`config.mk`:
```
export PLATFORM = sky130hd
export DESIGN_NAME = ps2_keys_flat
export DESIGN_NICKNAME = d
export VERILOG_FILES = /design/src/rtl/ps2_pkg.sv /design/src/rtl/ps2_keys_if.sv /design/src/rtl/ps2_rx.sv /design/src/rtl/ps2_keys.sv /design/src/flat_wrapper.sv
export SDC_FILE = /design/constraint.sdc
export NUM_CORES = 1
export LEC_CHECK = 0
export CAP_MARGIN = 0
export CORE_MARGIN = 2
export CORE_UTILIZATION = 38
export DETAILED_ROUTE_END_ITERATION = 16
export GPL_TIMING_DRIVEN = 1
export HOLD_SLACK_MARGIN = 0.03
export PLACE_DENSITY_LB_ADDON = 0.2
export SYNTH_ARGS = -nofsm -noshare
export SYNTH_HDL_FRONTEND = slang
export SYNTH_SLANG_ARGS = --single-unit
```
`constraint.sdc`:
```
create_clock -name clk -period 2.4 [get_ports clk]
set_input_delay 0.72 -clock clk [delete_from_list [all_inputs] [get_ports clk]]
set_output_delay 0.72 -clock clk [all_outputs]
set_load 0.03 [all_outputs]
```
`src/rtl/ps2_pkg.sv`:
```
// Shared types and scan-code constants for the PS/2 keyboard front end.
// The key table maps five make codes onto bits of the pressed-state mask.
package ps2_pkg;

  typedef enum logic [1:0] {
    IDLE   = 2'd0,
    DATA   = 2'd1,
    PARITY = 2'd2,
    STOP   = 2'd3
  } rx_state_e;

  localparam int NUM_KEYS = 5;

  localparam logic [7:0] SC_BREAK = 8'hF0;
  localparam logic [7:0] SC_EXT   = 8'hE0;

  localparam logic [7:0] SC_W     = 8'h1D;
  localparam logic [7:0] SC_A     = 8'h1C;
  localparam logic [7:0] SC_S     = 8'h1B;
  localparam logic [7:0] SC_D     = 8'h23;
  localparam logic [7:0] SC_SPACE = 8'h29;

  localparam logic [2:0] KEY_W     = 3'd0;
  localparam logic [2:0] KEY_A     = 3'd1;
  localparam logic [2:0] KEY_S     = 3'd2;
  localparam logic [2:0] KEY_D     = 3'd3;
  localparam logic [2:0] KEY_SPACE = 3'd4;

  typedef struct packed {
    logic       hit;
    logic [2:0] idx;
  } key_map_t;

  function automatic key_map_t key_lookup(input logic [7:0] code);
    key_map_t m;
    m.hit = 1'b1;
    m.idx = KEY_W;
    case (code)
      SC_W:     m.idx = KEY_W;
      SC_A:     m.idx = KEY_A;
      SC_S:     m.idx = KEY_S;
      SC_D:     m.idx = KEY_D;
      SC_SPACE: m.idx = KEY_SPACE;
      default:  m.hit = 1'b0;
    endcase
    return m;
  endfunction

endpackage

```
`src/rtl/ps2_keys_if.sv`:
```
// Pin-side and result-side signals of the PS/2 keyboard front end.
// master drives the PS/2 pins and consumes results; slave is the receiver block.
interface ps2_keys_if import ps2_pkg::*; ();

  logic                ps2_clk;
  logic                ps2_data;
  logic [NUM_KEYS-1:0] keys;
  logic [7:0]          scan_code;
  logic                scan_valid;
  logic                frame_err;

  modport master (
    output ps2_clk, ps2_data,
    input  keys, scan_code, scan_valid, frame_err
  );

  modport slave (
    input  ps2_clk, ps2_data,
    output keys, scan_code, scan_valid, frame_err
  );

endinterface

```
`src/rtl/ps2_rx.sv`:
```
// PS/2 device-to-host receiver: pin sync, clock glitch filter, 11-bit frame FSM
// with mid-frame timeout. rx_valid/rx_err are single-cycle combinational strobes.
module ps2_rx import ps2_pkg::*; #(
  parameter int FILTER_LEN     = 8,
  parameter int TIMEOUT_CYCLES = 200000
) (
  input  logic       clk,
  input  logic       rst_n,
  input  logic       ps2_clk,
  input  logic       ps2_data,
  output logic [7:0] rx_byte,
  output logic       rx_valid,
  output logic       rx_err
);

  localparam int               TMO_W    = $clog2(TIMEOUT_CYCLES + 1);
  localparam logic [TMO_W-1:0] TMO_LAST = TMO_W'(TIMEOUT_CYCLES - 1);

  logic                  clk_p0, clk_p1;
  logic                  data_p0, data_p1;
  logic [FILTER_LEN-1:0] filt_sr_p2;
  logic                  filt_clk_p2;
  logic                  sample;

  rx_state_e         state, state_d;
  logic [2:0]        bit_cnt, bit_cnt_d;
  logic [7:0]        shift_q, shift_d;
  logic              par_q, par_d;
  logic [TMO_W-1:0]  tmo_q, tmo_d;

  // Stage p0/p1: two-flop synchronizers; idle-high so reset never fakes an edge
  always_ff @(posedge clk or negedge rst_n) begin
    if (!rst_n) begin
      clk_p0  <= 1'b1;
      clk_p1  <= 1'b1;
      data_p0 <= 1'b1;
      data_p1 <= 1'b1;
    end else begin
      clk_p0  <= ps2_clk;
      clk_p1  <= clk_p0;
      data_p0 <= ps2_data;
      data_p1 <= data_p0;
    end
  end

  // Stage p2: level changes only after FILTER_LEN agreeing samples
  always_ff @(posedge clk or negedge rst_n) begin
    if (!rst_n) begin
      filt_sr_p2  <= '1;
      filt_clk_p2 <= 1'b1;
    end else begin
      filt_sr_p2 <= {filt_sr_p2[FILTER_LEN-2:0], clk_p1};
      if (&filt_sr_p2)
        filt_clk_p2 <= 1'b1;
      else if (~|filt_sr_p2)
        filt_clk_p2 <= 1'b0;
    end
  end

  // Falling edge seen in the cycle the filter is all-zero but the level is still high
  assign sample = filt_clk_p2 & ~|filt_sr_p2;

  always_ff @(posedge clk or negedge rst_n) begin
    if (!rst_n) begin
      state   <= IDLE;
      bit_cnt <= '0;
      shift_q <= '0;
      par_q   <= 1'b0;
      tmo_q   <= '0;
    end else begin
      state   <= state_d;
      bit_cnt <= bit_cnt_d;
      shift_q <= shift_d;
      par_q   <= par_d;
      tmo_q   <= tmo_d;
    end
  end

  always_comb begin
    state_d   = state;
    bit_cnt_d = bit_cnt;
    shift_d   = shift_q;
    par_d     = par_q;
    tmo_d     = (state == IDLE) ? '0 : tmo_q + 1'b1;
    rx_valid  = 1'b0;
    rx_err    = 1'b0;
    if (sample) begin
      tmo_d = '0;
      case (state)
        IDLE: begin
          if (!data_p1) begin
            bit_cnt_d = '0;
            state_d   = DATA;
          end
        end
        DATA: begin
          shift_d   = {data_p1, shift_q[7:1]};
          bit_cnt_d = bit_cnt + 1'b1;
          if (bit_cnt == 3'd7)
            state_d = PARITY;
        end
        PARITY: begin
          par_d   = data_p1;
          state_d = STOP;
        end
        STOP: begin
          if (data_p1 && (^{shift_q, par_q}))
            rx_valid = 1'b1;
          else
            rx_err = 1'b1;
          state_d = IDLE;
        end
        default: state_d = IDLE;
      endcase
    end else if (state != IDLE && tmo_q == TMO_LAST) begin
      // Abandoned frame: drop the partial byte and resync on the next start bit
      state_d = IDLE;
      shift_d = '0;
      tmo_d   = '0;
      rx_err  = 1'b1;
    end
  end

  assign rx_byte = shift_q;

endmodule

```
`src/rtl/ps2_keys.sv`:
```
// PS/2 keyboard front end: receiver plus make/break decoder producing a held
// five-key pressed mask and a raw scan-code strobe for the debug page.
module ps2_keys import ps2_pkg::*; #(
  parameter int FILTER_LEN     = 8,
  parameter int TIMEOUT_CYCLES = 200000
) (
  input  logic        clk,
  input  logic        rst_n,
  ps2_keys_if.slave   bus
);

  logic [7:0]          rx_byte;
  logic                rx_valid;
  logic                rx_err;
  key_map_t            hit;

  logic [NUM_KEYS-1:0] keys_q;
  logic [7:0]          code_q;
  logic                vld_q;
  logic                err_q;
  logic                brk_q;
  logic                ext_q;

  ps2_rx #(
    .FILTER_LEN     (FILTER_LEN),
    .TIMEOUT_CYCLES (TIMEOUT_CYCLES)
  ) u_rx (
    .clk      (clk),
    .rst_n    (rst_n),
    .ps2_clk  (bus.ps2_clk),
    .ps2_data (bus.ps2_data),
    .rx_byte  (rx_byte),
    .rx_valid (rx_valid),
    .rx_err   (rx_err)
  );

  assign hit = key_lookup(rx_byte);

  // Decode stage: prefixes arm flags; any other byte consumes and clears them
  always_ff @(posedge clk or negedge rst_n) begin
    if (!rst_n) begin
      keys_q <= '0;
      code_q <= '0;
      vld_q  <= 1'b0;
      err_q  <= 1'b0;
      brk_q  <= 1'b0;
      ext_q  <= 1'b0;
    end else begin
      vld_q <= rx_valid;
      err_q <= rx_err;
      if (rx_valid) begin
        code_q <= rx_byte;
        if (rx_byte == SC_BREAK) begin
          brk_q <= 1'b1;
        end else if (rx_byte == SC_EXT) begin
          ext_q <= 1'b1;
        end else begin
          if (!ext_q && hit.hit)
            keys_q[hit.idx] <= ~brk_q;
          brk_q <= 1'b0;
          ext_q <= 1'b0;
        end
      end
    end
  end

  assign bus.keys       = keys_q;
  assign bus.scan_code  = code_q;
  assign bus.scan_valid = vld_q;
  assign bus.frame_err  = err_q;

endmodule

```
`src/flat_wrapper.sv`:
```
// flat-port wrapper written by rule: the top's interface ports become plain ports
module ps2_keys_flat import ps2_pkg::*;
#(
  parameter int FILTER_LEN     = 8,
  parameter int TIMEOUT_CYCLES = 200000
)
  (clk, rst_n, bus_ps2_clk, bus_ps2_data, bus_keys, bus_scan_code, bus_scan_valid, bus_frame_err);
  ps2_keys_if bus_i ();
  input  logic clk;
  input  logic rst_n;
  input wire logic [$bits(bus_i.ps2_clk)-1:0] bus_ps2_clk;
  input wire logic [$bits(bus_i.ps2_data)-1:0] bus_ps2_data;
  output wire logic [$bits(bus_i.keys)-1:0] bus_keys;
  output wire logic [$bits(bus_i.scan_code)-1:0] bus_scan_code;
  output wire logic [$bits(bus_i.scan_valid)-1:0] bus_scan_valid;
  output wire logic [$bits(bus_i.frame_err)-1:0] bus_frame_err;
  assign bus_i.ps2_clk = bus_ps2_clk;
  assign bus_i.ps2_data = bus_ps2_data;
  assign bus_keys = bus_i.keys;
  assign bus_scan_code = bus_i.scan_code;
  assign bus_scan_valid = bus_i.scan_valid;
  assign bus_frame_err = bus_i.frame_err;
  ps2_keys #(.FILTER_LEN(FILTER_LEN), .TIMEOUT_CYCLES(TIMEOUT_CYCLES)) u_core (.clk(clk), .rst_n(rst_n), .bus(bus_i));
endmodule
```
==> summary.log, run 1 <==
qor: yosys.synthesis.instances 267
qor: sta.timing.slew.headroom 70.5%
qor: sta.fmax 0.435 GHz
qor: clock_tree.cts_setup_buffers 0
qor: yosys.ys.warnings.count 0
qor: clock_tree.cts-buffers-inserted 9
qor: yosys.synthFlopType sky130_fd_sc_hd__dfrtp_1
qor: global_route.first_pass_grt_wire_length 9210 µm
qor: worst_setup_path.data_arrival_at_the_endpoint_of_the_critical_path 2.53 ns
qor: cells_and_area.diodes 0
qor: cells_and_area.final_design_area_no_fill 0.00342 mm²
qor: floorplanning.placementRows 31
qor: drt.post_detailed_routing_wire_length 5160 µm
qor: placed_design.routability_driven_placement_congestion_ratio 0.781
qor: power.power_density 625 mW/mm²
qor: global_route.globalRouteTotalUtil 14.1%
qor: cells_and_area.flow.area_growth_from_synthesis 21.5%
qor: yosys.ys_ff_latch 62
qor: yosys.async_flop_share 100%
qor: global_route.grt_pass1_vias 2038
qor: clock_tree.postCtsHoldBufs 0
qor: floorplanning.fp.dieW 90.1 µm
qor: placed_design.post-dp-hpwl 3440 µm
qor: cells_and_area.post_route_cells_drive_above_1_share 17.5%
qor: sta.final-setup-viol-count 0
qor: sta.final_hold_viol_count 0
qor: drt.detailroute.via_count 1981
qor: clock_tree.post_cts.resized_instances 0
qor: worst_setup_path.timing.critical_path.to_type register
qor: drt.vias_per_cell 4.87
qor: worst_setup_path.criticalPathCategory reg2reg
qor: clock_tree.cts_tree yes
qor: worst_setup_path.cp_data_required_time 2.62 ns
qor: floorplanning.coreArea 0.00721 mm²
qor: drt.antenna_left 0
qor: yosys.synth_enable_flop_cells 0
qor: worst_setup_path.worstPathMaxFanout 7
qor: worst_setup_path.setup.reg_to_reg.worst_slack 0.1 ns
qor: global_route.pin_count_of_the_biggest_net_entering_global_routing 63
qor: placed_design.detailed_place.area 0.00320 mm²
qor: sta.tightestPinTransition 0.439 ns
qor: yosys.synthesis.area_per_instance 10.5 µm²
qor: floorplanning.die-area 0.00812 mm²
qor: clock_tree.worst_setup_hold_path_clk_slew 0.07 ns
qor: clock_tree.htree_levels 3
qor: power.leakagePower 1.52 nW
qor: power.vdd_ir_drop_max 259 µV
qor: run_status.run_status finished clean
qor: cells_and_area.filler_instances 714
qor: sta.finalClockSkew 0.0104 ns
qor: sta.layout_worst_path_cycle_share 95.9%
qor: drt.wire_per_inst 12.7 µm
qor: sta.finalMaxSlewViolations 0
qor: clock_tree.root_buffer sky130_fd_sc_hd__clkbuf_8
qor: floorplanning.top_level_ports 19
qor: clock_tree.cts_sinks 62
qor: drt.drt_iter0_drc 92
qor: clock_tree.worst_skew_pair.late_latency 0.34 ns
qor: yosys.syn-num-nets 278
qor: yosys.synth_cell_area 0.00282 mm²
qor: global_route.globalRoute.totalOverflow 0
qor: drt.drt_pre_antenna_iters 4
qor: clock_tree.ctsLongestPathBuffers 2
qor: sta.setup_tns 0 ns
qor: floorplanning.fp.dieH 90.1 µm
qor: cells_and_area.final_nets 314
qor: floorplanning.initial_utilization 39.0%
qor: global_route.grt_antenna_before_repair 0
qor: worst_setup_path.crit_path_start_kind register
qor: placed_design.port_buffers 18
qor: sta.finalCriticalPeriod 2.30 ns
qor: job.max-cap-violations 0
qor: drt.drc_errors 0
qor: yosys.netlist-cell-type-count 41
qor: sta.rsz_0062_raised_after_global_routing false
qor: yosys.yosysSeqAreaShare 55.7%
qor: worst_hold_path.min-delay-path-class reg2reg
cell families (layout without fill, tap and decap cells):
group	after synthesis	in the layout	synth area share, %
compound gates	29	29	5.86
xor+xnor	20	20	7.42
fa+ha+maj	7	7	3.11
buf+inv	15	56	2.13
flops	62	62	55.7
mux	5	5	2.13
simple gates	129	129	23.7
stage by stage:
stage          power [W]  setup slack (ns)  utilization [%]  std cells  hold slack [ns]
4_1_cts          0.00218            0.0501             47.4        407            0.357
5_1_grt          0.00223           0.00260             47.5        407            0.361
2_1_floorplan    0.00110             0.105                -        267            0.345
3_3_place_gp     0.00113             0.109             44.3        391            0.346
6_report         0.00214            0.0995             47.5        407            0.355
3_5_place_dp     0.00113            0.0620             44.3        391            0.348
power by group:
| part | internal (W) | switching, W |
|---|---|---|
| Clock | 0.000637 | 0.000389 |
| Sequential | 0.00107 | 0.00000951 |
| Combinational | 0.0000101 | 0.0000267 |
layer usage:
layer	wire [µm]	global-route usage [%]	vias to the layer above	share of wire, %
li1	-	-	981	-
met1	2440	17.6	957	47
met2	2410	22.0	33	47
met3	222	5.95	10	4.3
met4	89	5.13	0	1.7
met5	0	0	-	0
area by class of cell:
cell class              instances  area, µm²  share of cell area [%]
well taps                      99        124                    3.62
flip-flops and latches         62       1570                    45.8
multi-input cells             190       1190                    34.8
repair buffers                 30        278                    8.11
clock inverters                 4       68.8                    2.01
inverters                      10       37.5                    1.10
clock buffers                  12        155                    4.53
flip-flops by register name, summed over array words and instances (netlist names), 2 cells and up:
register / cells
u_core.u_rx.state: 2
u_core.u_rx.tmo_q: 18
u_core.u_rx.filt_sr_p2: 8
u_core.u_rx.bit_cnt: 3
u_core.u_rx.rx_byte: 8
u_core.bus.keys: 5
u_core.bus.scan_code: 8
synth_stat cells (all sizes together), types with 6 or more instances:
cell | n | area (µm²)
dfstp | 13 | 342
nand2 | 46 | 173
o21ai | 15 | 75.1
nor2 | 22 | 82.6
xnor2 | 8 | 88.8
xor2 | 11 | 96.3
inv | 10 | 37.5
a21oi | 7 | 35.0
nand4 | 6 | 52.6
dfrtp | 49 | 1230
ha | 7 | 87.6
nand3 | 20 | 100
path summary, 6_finish.rpt:
path | to | depth (start not counted) | startpoint
max in group asynchronous | u_core.u_rx.data_p1 | 2 | rst_n
worst max register to register | u_core.bus.keys[4] | 6 | u_core.u_rx.rx_byte[7]
worst min register to register | u_core.u_rx.clk_p1 | 0 | u_core.u_rx.clk_p0
worst max-delay path | u_core.bus.keys[4] | 6 | u_core.u_rx.rx_byte[7]
min in group asynchronous | u_core.bus.scan_code[0] | 2 | rst_n
worst min-delay path | u_core.u_rx.clk_p1 | 0 | u_core.u_rx.clk_p0
critical path, cell delays in order (launching register included):
cell	delay (ns)
sky130_fd_sc_hd__dfrtp_2	0.45
sky130_fd_sc_hd__xnor2_1	0.17
sky130_fd_sc_hd__xnor3_2	0.49
sky130_fd_sc_hd__xnor2_4	0.21
sky130_fd_sc_hd__nand4_4	0.16
sky130_fd_sc_hd__or3_1	0.42
sky130_fd_sc_hd__mux2_4	0.30
layout by cell type (no fill, tap or decap), types with 10 or more instances in the layout:
master                            Yosys  routed
sky130_fd_sc_hd__nand2_1             46      46
sky130_fd_sc_hd__buf_4                1      11
sky130_fd_sc_hd__dfstp_2             13      13
sky130_fd_sc_hd__nor2_1              22      22
sky130_fd_sc_hd__inv_1               10      10
sky130_fd_sc_hd__clkdlybuf4s50_1      0      17
sky130_fd_sc_hd__nand3_1             20      20
sky130_fd_sc_hd__xor2_1              11      11
sky130_fd_sc_hd__clkbuf_8             0      11
sky130_fd_sc_hd__dfrtp_1             49      48
sky130_fd_sc_hd__o21ai_0             15      15
Power figures use the tool's default switching activity.
==> run 2: changes to the inputs <==
Settings changed: ABC_CLOCK_PERIOD_IN_PS set to 2400, RECOVER_POWER set to 25.
==> run 2 against run 1 <==
Largest power group unchanged; final area fell by 0.44%; first-iteration DRC count fell by 2.2%; the flow now finishes with violations (capacitance limit, slew limit); sequential power barely moved; combinational power fell by 9.5%; die area did not move; core utilization fell by 0.21 points; clock power barely moved.
==> summary.log, run 2 (synthesis results as in run 1) <==
qor: run_status.run_status finished with violations
qor: run_status.violated_checks capacitance limit, slew limit
qor: worst_hold_path.hp-start u_core.u_rx.clk_p0
qor: clock_tree.cts-buffers-inserted 9 [unchanged]
qor: floorplanning.fp.dieW 90.1 µm [unchanged]
qor: clock_tree.htree_levels 3 [unchanged]
qor: worst_setup_path.crit-reg2reg-launch u_core.u_rx.rx_byte[7]
qor: cells_and_area.final_nets 314 [unchanged]
qor: placed_design.post-dp-hpwl 3440 µm [unchanged]
qor: cells_and_area.flip_flop_count_of_the_largest_register_all_copies_and_words_added 18 [unchanged]
qor: floorplanning.die-area 0.00812 mm² [unchanged]
qor: clock_tree.postCtsHoldBufs 0 [unchanged]
qor: cells_and_area.regMostFlops u_core.u_rx.tmo_q
qor: drt.vias_per_cell 4.89 [+0.40%]
qor: floorplanning.top_level_ports 19 [unchanged]
qor: worst_setup_path.setup.reg_to_reg.worst_slack 0.10 ns [about the same]
qor: clock_tree.cts_setup_buffers 0 [unchanged]
qor: global_route.globalRoute.totalOverflow 0 [unchanged]
qor: global_route.grtUsageMet1 17.6% [unchanged]
qor: sta.final-setup-viol-count 0 [unchanged]
qor: global_route.global_route.usage.met2 22.0% [unchanged]
qor: placed_design.routability_driven_placement_congestion_ratio 0.781 [unchanged]
qor: drt.drt_pre_antenna_iters 4 [unchanged]
qor: clock_tree.root_buffer sky130_fd_sc_hd__clkbuf_8
qor: worst_setup_path.cp_data_required_time 2.62 ns [about the same]
qor: worst_setup_path.crit_path_start_kind register
qor: clock_tree.worst_skew_pair.late_latency 0.34 ns [about the same]
qor: cells_and_area.diodes 0 [unchanged]
qor: floorplanning.placementRows 31 [unchanged]
qor: floorplanning.fp.dieH 90.1 µm [unchanged]
qor: placed_design.port_buffers 18 [unchanged]
qor: global_route.grt_antenna_before_repair 0 [unchanged]
qor: sta.layout_worst_path_cycle_share 95.7% [-0.12 points]
qor: worst_hold_path.min-delay-path-class reg2reg
qor: clock_tree.cts_tree yes
qor: drt.detailroute.via_count 1989 [+0.40%]
qor: sta.rsz_0062_raised_after_global_routing false
qor: sta.timing.slew.headroom -0.581% [-71 points]
qor: sta.finalMaxSlewViolations 63 [+63]
qor: sta.fmax 0.435 GHz [+0.12%]
qor: clock_tree.ctsLongestPathBuffers 2 [unchanged]
qor: drt.post_detailed_routing_wire_length 5200 µm [+0.60%]
qor: drt.wire_per_inst 12.8 µm [+0.60%]
qor: clock_tree.post_cts.resized_instances 0 [unchanged]
qor: sta.finalClockSkew 0.0107 ns [+0.000252 ns]
qor: cells_and_area.flow.area_growth_from_synthesis 21.0%
qor: worst_hold_path.worstHoldEndpoint u_core.u_rx.clk_p1
qor: worst_setup_path.worstPathMaxFanout 7 [unchanged]
qor: cells_and_area.final_design_area_no_fill 0.00341 mm² [-0.44%]
qor: sta.final_hold_viol_count 0 [unchanged]
qor: power.leakagePower 1.52 nW [-0.60%]
qor: worst_setup_path.timing.critical_path.to_type register
qor: sta.setup_tns 0 ns [unchanged]
qor: clock_tree.worst_setup_hold_path_clk_slew 0.07 ns [about the same]
qor: sta.finalCriticalPeriod 2.30 ns [-0.00277 ns]
qor: floorplanning.initial_utilization 39.0% [unchanged]
qor: worst_setup_path.crit-reg2reg-capture u_core.bus.keys[4]
qor: floorplanning.coreArea 0.00721 mm² [unchanged]
qor: drt.antenna_left 0 [unchanged]
qor: cells_and_area.post_route_cells_drive_above_1_share 15.3% [-2.3 points]
qor: power.power_density 626 mW/mm² [+0.14%]
qor: placed_design.detailed_place.area 0.00320 mm² [unchanged]
qor: sta.tightestPinTransition 1.51 ns [+1.07 ns]
qor: global_route.use_met3 5.95% [unchanged]
qor: global_route.globalRouteTotalUtil 14.1% [unchanged]
qor: global_route.pin_count_of_the_biggest_net_entering_global_routing 63 [unchanged]
qor: drt.drt_iter0_drc 90 [-2.2%]
qor: global_route.busiest_metal_layer_after_global_routing met2
qor: cells_and_area.mostFrequentLayoutCell sky130_fd_sc_hd__dfrtp_1
qor: clock_tree.cts_sinks 62 [unchanged]
qor: worst_setup_path.data_arrival_at_the_endpoint_of_the_critical_path 2.52 ns [about the same]
qor: cells_and_area.most-common-layout-cells sky130_fd_sc_hd__dfrtp_1, sky130_fd_sc_hd__nand2_1, sky130_fd_sc_hd__nor2_1, sky130_fd_sc_hd__nand3_1, sky130_fd_sc_hd__clkdlybuf4s50_1
qor: global_route.first_pass_grt_wire_length 9210 µm [unchanged]
qor: drt.drc_errors 0 [unchanged]
qor: worst_hold_path.hold-path-cell-count 0 [unchanged]
qor: worst_setup_path.rr_worst_depth 6 [unchanged]
qor: power.vdd_ir_drop_max 259 µV [-0.20%]
qor: job.max-cap-violations 1 [+1]
qor: worst_setup_path.criticalPathCategory reg2reg
qor: global_route.grt_pass1_vias 2038 [unchanged]
## run 2: changes by cell type in the layout (fill, tap and decap cells not counted)
cell / change
sky130_fd_sc_hd__clkbuf_2: +1
sky130_fd_sc_hd__dfstp_1: +7
sky130_fd_sc_hd__buf_12: -1
sky130_fd_sc_hd__dfstp_2: -7
## run 2: worst max path at each step
stage                         startpoint                  to  slack (ns)  cells after the start
2_1_floorplan  u_core.u_rx.filt_sr_p2[5]  u_core.bus.keys[4]        0.10                      6
3_3_place_gp      u_core.u_rx.rx_byte[3]  u_core.bus.keys[4]        0.11                      6
3_5_place_dp      u_core.u_rx.rx_byte[3]  u_core.bus.keys[4]        0.06                      6
4_1_cts           u_core.u_rx.rx_byte[3]  u_core.bus.keys[4]        0.05                      6
5_1_grt           u_core.u_rx.rx_byte[7]  u_core.bus.keys[4]       0.003                      6
6_report          u_core.u_rx.rx_byte[7]  u_core.bus.keys[4]        0.10                      6
## run 2: final cells by class
type	count	area, µm²
Fill cell	716	3810
Sequential cell	62	1570
Multi-Input combinational cell	190	1190
Timing Repair Buffer	30	263
Clock buffer	12	155
Tap cell	99	124
Clock inverter	4	68.8
Inverter	10	37.5
## run 2: layer usage
metal | part of all wire (%) | vias to the layer above
met2 | 46 | 32
met4 | 1.7 | 0
met1 | 48 | 966
li1 | - | 981
met3 | 4.0 | 10
met5 | 0 | -
## run 2: critical path: stages (launching register included)
cell and delay [ns]:
sky130_fd_sc_hd__dfrtp_2 0.45, sky130_fd_sc_hd__xnor2_1 0.16, sky130_fd_sc_hd__xnor3_2 0.49, sky130_fd_sc_hd__xnor2_4 0.21, sky130_fd_sc_hd__nand4_4 0.16, sky130_fd_sc_hd__or3_1 0.42
sky130_fd_sc_hd__mux2_4 0.30
## run 2: through the flow
stage | instances | utilization [%] | total power [W] | setup WS (ns) | hold WS (ns)
finish | 407 | 47.2 | 0.00213 | 0.102 | 0.355
global route | 407 | 47.2 | 0.00223 | 0.00260 | 0.361
CTS | 407 | 47.4 | 0.00218 | 0.0501 | 0.357
detailed placement | 391 | 44.3 | 0.00113 | 0.0620 | 0.348
global placement | 391 | 44.3 | 0.00113 | 0.109 | 0.346
floorplan | 267 | - | 0.00110 | 0.105 | 0.345
## run 2: power breakdown
| group | internal (W) | switching [W] | total [W] |
|---|---|---|---|
| sequential | 0.00106 | 0.00000948 | 0.00107 |
| clock | 0.000637 | 0.000389 | 0.00103 |
| combinational | 0.00000710 | 0.0000262 | 0.0000333 |
| total | 0.00171 | 0.000424 | 0.00213 |
==> run 3: changes to the inputs <==
Settings changed: ABC_CLOCK_PERIOD_IN_PS 2400 to 2100.
Clock period 2.4 ns to 2.1 ns, I/O delays scaled along.
==> run 3 against run 2 <==
The flow finishes with violations (capacitance limit, setup timing); die area did not move; clock skew fell by 0.0042 ns; sequential cell count did not move; via count rose by 1.8%; non-clock buffer count rose by 15; critical path depth did not move; global-route usage rose by 0.087 points; sequential power rose by 15%; core utilization rose by 1.1 points; worst setup slack got worse by 0.11 ns; critical path type unchanged; largest power group unchanged.
==> summary.log, run 3 (synthesis results as in run 1) <==
qor: clock_tree.ctsLongestPathBuffers 2 [unchanged]
qor: sta.fmax 0.475 GHz [+9.1%]
qor: placed_design.port_buffers 18 [unchanged]
qor: cells_and_area.regMostFlops u_core.u_rx.tmo_q
qor: global_route.pin_count_of_the_biggest_net_entering_global_routing 63 [unchanged]
qor: cells_and_area.mostFrequentLayoutCell sky130_fd_sc_hd__dfrtp_1
qor: drt.vias_per_cell 4.80 [-1.9%]
qor: drt.drt_pre_antenna_iters 4 [unchanged]
qor: power.power.share.sequential 57.1% [+6.7 points]
qor: global_route.grt_pass1_vias 2058 [+0.98%]
qor: placed_design.post-dp-hpwl 3580 µm [+3.9%]
qor: cells_and_area.most-common-layout-cells sky130_fd_sc_hd__dfrtp_1, sky130_fd_sc_hd__nand2_1, sky130_fd_sc_hd__buf_4, sky130_fd_sc_hd__nor2_1, sky130_fd_sc_hd__nand3_1
qor: sta.final-setup-viol-count 1 [+1]
qor: global_route.first_pass_grt_wire_length 9230 µm [+0.15%]
qor: global_route.globalRoute.totalOverflow 0 [unchanged]
qor: drt.drc_errors 0 [unchanged]
qor: clock_tree.cts_sinks 62 [unchanged]
qor: power.power.share.combinational 2.0% [+0.4 points]
qor: floorplanning.placementRows 31 [unchanged]
qor: clock_tree.cts_setup_buffers 0 [unchanged]
qor: clock_tree.worst_skew_pair.late_latency 0.33 ns [about the same]
qor: cells_and_area.final_design_area_no_fill 0.00349 mm² [+2.4%]
qor: floorplanning.coreArea 0.00721 mm² [unchanged]
qor: cells_and_area.final_core_util 48.4% [+1.1 points]
qor: power.netSwitchingPower 0.000460 W [+8.5%]
qor: sta.post-route-worst-setup-slack -0.00520 ns [-0.107 ns]
qor: run_status.violated_checks capacitance limit, setup timing
qor: floorplanning.fp.dieW 90.1 µm [unchanged]
qor: power.power_density 616 mW/mm² [-1.5%]
qor: clock_tree.postCtsHoldBufs 0 [unchanged]
qor: power.vdd_ir_drop_max 308 µV [+19%]
qor: sta.final_hold_viol_count 0 [unchanged]
qor: clock_tree.root_buffer sky130_fd_sc_hd__clkbuf_8
qor: drt.wire_per_inst 12.2 µm [-4.5%]
qor: drt.post_detailed_routing_wire_length 5140 µm [-1.0%]
qor: worst_setup_path.crit_path_start_kind register
qor: cells_and_area.footprint_of_the_multi_input_gates 0.00121 mm² [+2.0%]
qor: sta.layout_worst_path_cycle_share 100% [+4.5 points]
qor: sta.tightestPinTransition 1.50 ns [-0.0112 ns]
qor: sta.finalClockSkew 0.00645 ns [-0.00422 ns]
qor: cells_and_area.flip_flop_count_of_the_largest_register_all_copies_and_words_added 18 [unchanged]
qor: cells_and_area.flow.area_growth_from_synthesis 23.9%
qor: power.internal_power_consumption 0.00169 W [-1.0%]
qor: worst_hold_path.min-delay-path-class reg2reg
qor: sta.rsz_0062_raised_after_global_routing true
qor: placed_design.dpl_worst_slack -0.00948 ns [-0.0715 ns]
qor: worst_setup_path.data_arrival_at_the_endpoint_of_the_critical_path 2.32 ns [-0.20 ns]
qor: job.max-cap-violations 1 [unchanged]
qor: run_status.run_status finished with violations
qor: cells_and_area.filler_instances 701 [-2.1%]
qor: cells_and_area.layoutNonFillerInstCount 422 [+3.7%]
qor: cells_and_area.post_route_cells_drive_above_1_share 20.7% [+5.5 points]
qor: cells_and_area.ff_latch_area 0.00157 mm² [about the same]
qor: power.net_switching_share_of_the_total_power 21.4% [+1.5 points]
qor: sta.timing.slew.headroom 0.163% [+0.74 points]
qor: placed_design.placed_cells_incl_taps 405 [+3.6%]
qor: placed_design.routability_driven_placement_congestion_ratio 0.773 [-1.1%]
qor: worst_setup_path.cp_data_required_time 2.31 ns [-0.31 ns]
qor: clock_tree.cts-buffers-inserted 9 [unchanged]
qor: cells_and_area.final_nets 329 [+4.8%]
qor: sta.finalCriticalPeriod 2.11 ns [-0.193 ns]
qor: drt.drt_iter0_drc 87 [-3.3%]
qor: power.share_clk_of_total_power 40.9% [-7.2 points]
qor: clock_tree.worst_setup_hold_path_clk_slew 0.07 ns [about the same]
qor: worst_setup_path.criticalPathCategory reg2reg
qor: drt.antenna_left 0 [unchanged]
qor: worst_setup_path.worstPathMaxFanout 4 [-3]
qor: clock_tree.htree_levels 3 [unchanged]
qor: sta.finalMaxSlewViolations 0 [-100%]
qor: placed_design.detailed_place.area 0.00332 mm² [+3.9%]
qor: floorplanning.initial_utilization 39.0% [unchanged]
qor: global_route.grt_antenna_before_repair 0 [unchanged]
qor: worst_setup_path.timing.critical_path.to_type register
qor: floorplanning.die-area 0.00812 mm² [unchanged]
qor: floorplanning.top_level_ports 19 [unchanged]
qor: power.leakagePower 1.57 nW [+3.7%]
qor: cells_and_area.diodes 0 [unchanged]
qor: floorplanning.fp.dieH 90.1 µm [unchanged]
qor: drt.detailroute.via_count 2024 [+1.8%]
qor: clock_tree.cts_tree yes
qor: global_route.globalRouteTotalUtil 14.2% [+0.087 points]
## run 3: changes by cell type in the layout (fill, tap and decap cells not counted), sizes merged
cell    delta
clkinv     -1
bufinv     -2
clkbuf     +3
buf       +15
## run 3: per-stage QoR
stage	TNS, ns	total power [W]	hold WS [ns]
final	-0.00520	0.00215	0.355
after global routing	-0.240	0.00225	0.360
after CTS	-0.0231	0.00220	0.306
after detailed placement	-0.0189	0.00130	0.347
after global placement	0	0.00130	0.346
after floorplan	-0.0678	0.00126	0.334
## run 3: power by group through the flow
stage	Clock [W]	Sequential (W)	Combinational [W]
after floorplan	0	0.00125	0.00000932
after global placement	0	0.00125	0.0000483
after detailed placement	0	0.00125	0.0000486
after CTS	0.000919	0.00123	0.0000488
after global routing	0.000970	0.00123	0.0000511
final	0.000880	0.00123	0.0000424
## run 3: critical path, stage by stage (launching register included)
cell	delay, ns
sky130_fd_sc_hd__dfrtp_1	0.39
sky130_fd_sc_hd__xnor2_1	0.16
sky130_fd_sc_hd__xnor3_2	0.49
sky130_fd_sc_hd__xnor2_4	0.18
sky130_fd_sc_hd__nand4_4	0.13
sky130_fd_sc_hd__or3_4	0.35
sky130_fd_sc_hd__mux2_4	0.30
## run 3: final timing paths
check / slack (ns) / end / start / cells past startpoint
setup / recovery: -0.005 / u_core.bus.keys[4] / u_core.u_rx.rx_byte[4] / 6
hold / removal: 0.35 / u_core.u_rx.data_p1 / u_core.u_rx.data_p0 / 0
setup reg to reg: -0.005 / u_core.bus.keys[4] / u_core.u_rx.rx_byte[4] / 6
hold reg to reg: 0.35 / u_core.u_rx.data_p1 / u_core.u_rx.data_p0 / 0
max in group asynchronous: 0.45 / u_core.bus.keys[0] / rst_n / 2
min in group asynchronous: 0.75 / u_core.bus.scan_code[7] / rst_n / 2
## run 3: layout make-up
cell class	instances	share of cell area [%]
Clock buffer	15	4.48
Timing Repair Buffer	45	11.0
Tap cell	99	3.55
Inverter	10	1.08
Clock inverter	1	0.143
Sequential cell	62	44.9
Multi-Input combinational cell	190	34.8
## run 3: routing by layer
metal / global-route usage, % / routed length (µm) / vias up
met5: 0 / 0 / -
met4: 7.69 / 80 / 0
met3: 3.35 / 144 / 9
met2: 22.6 / 2430 / 25
met1: 18.0 / 2490 / 978
li1: - / - / 1012
## run 3: timing repair
item                       in CTS  in global routing
gates cloned                    0                  1
resized for setup               2                  8
setup endpoints to repair       2                 16
pin swaps                       0                  2
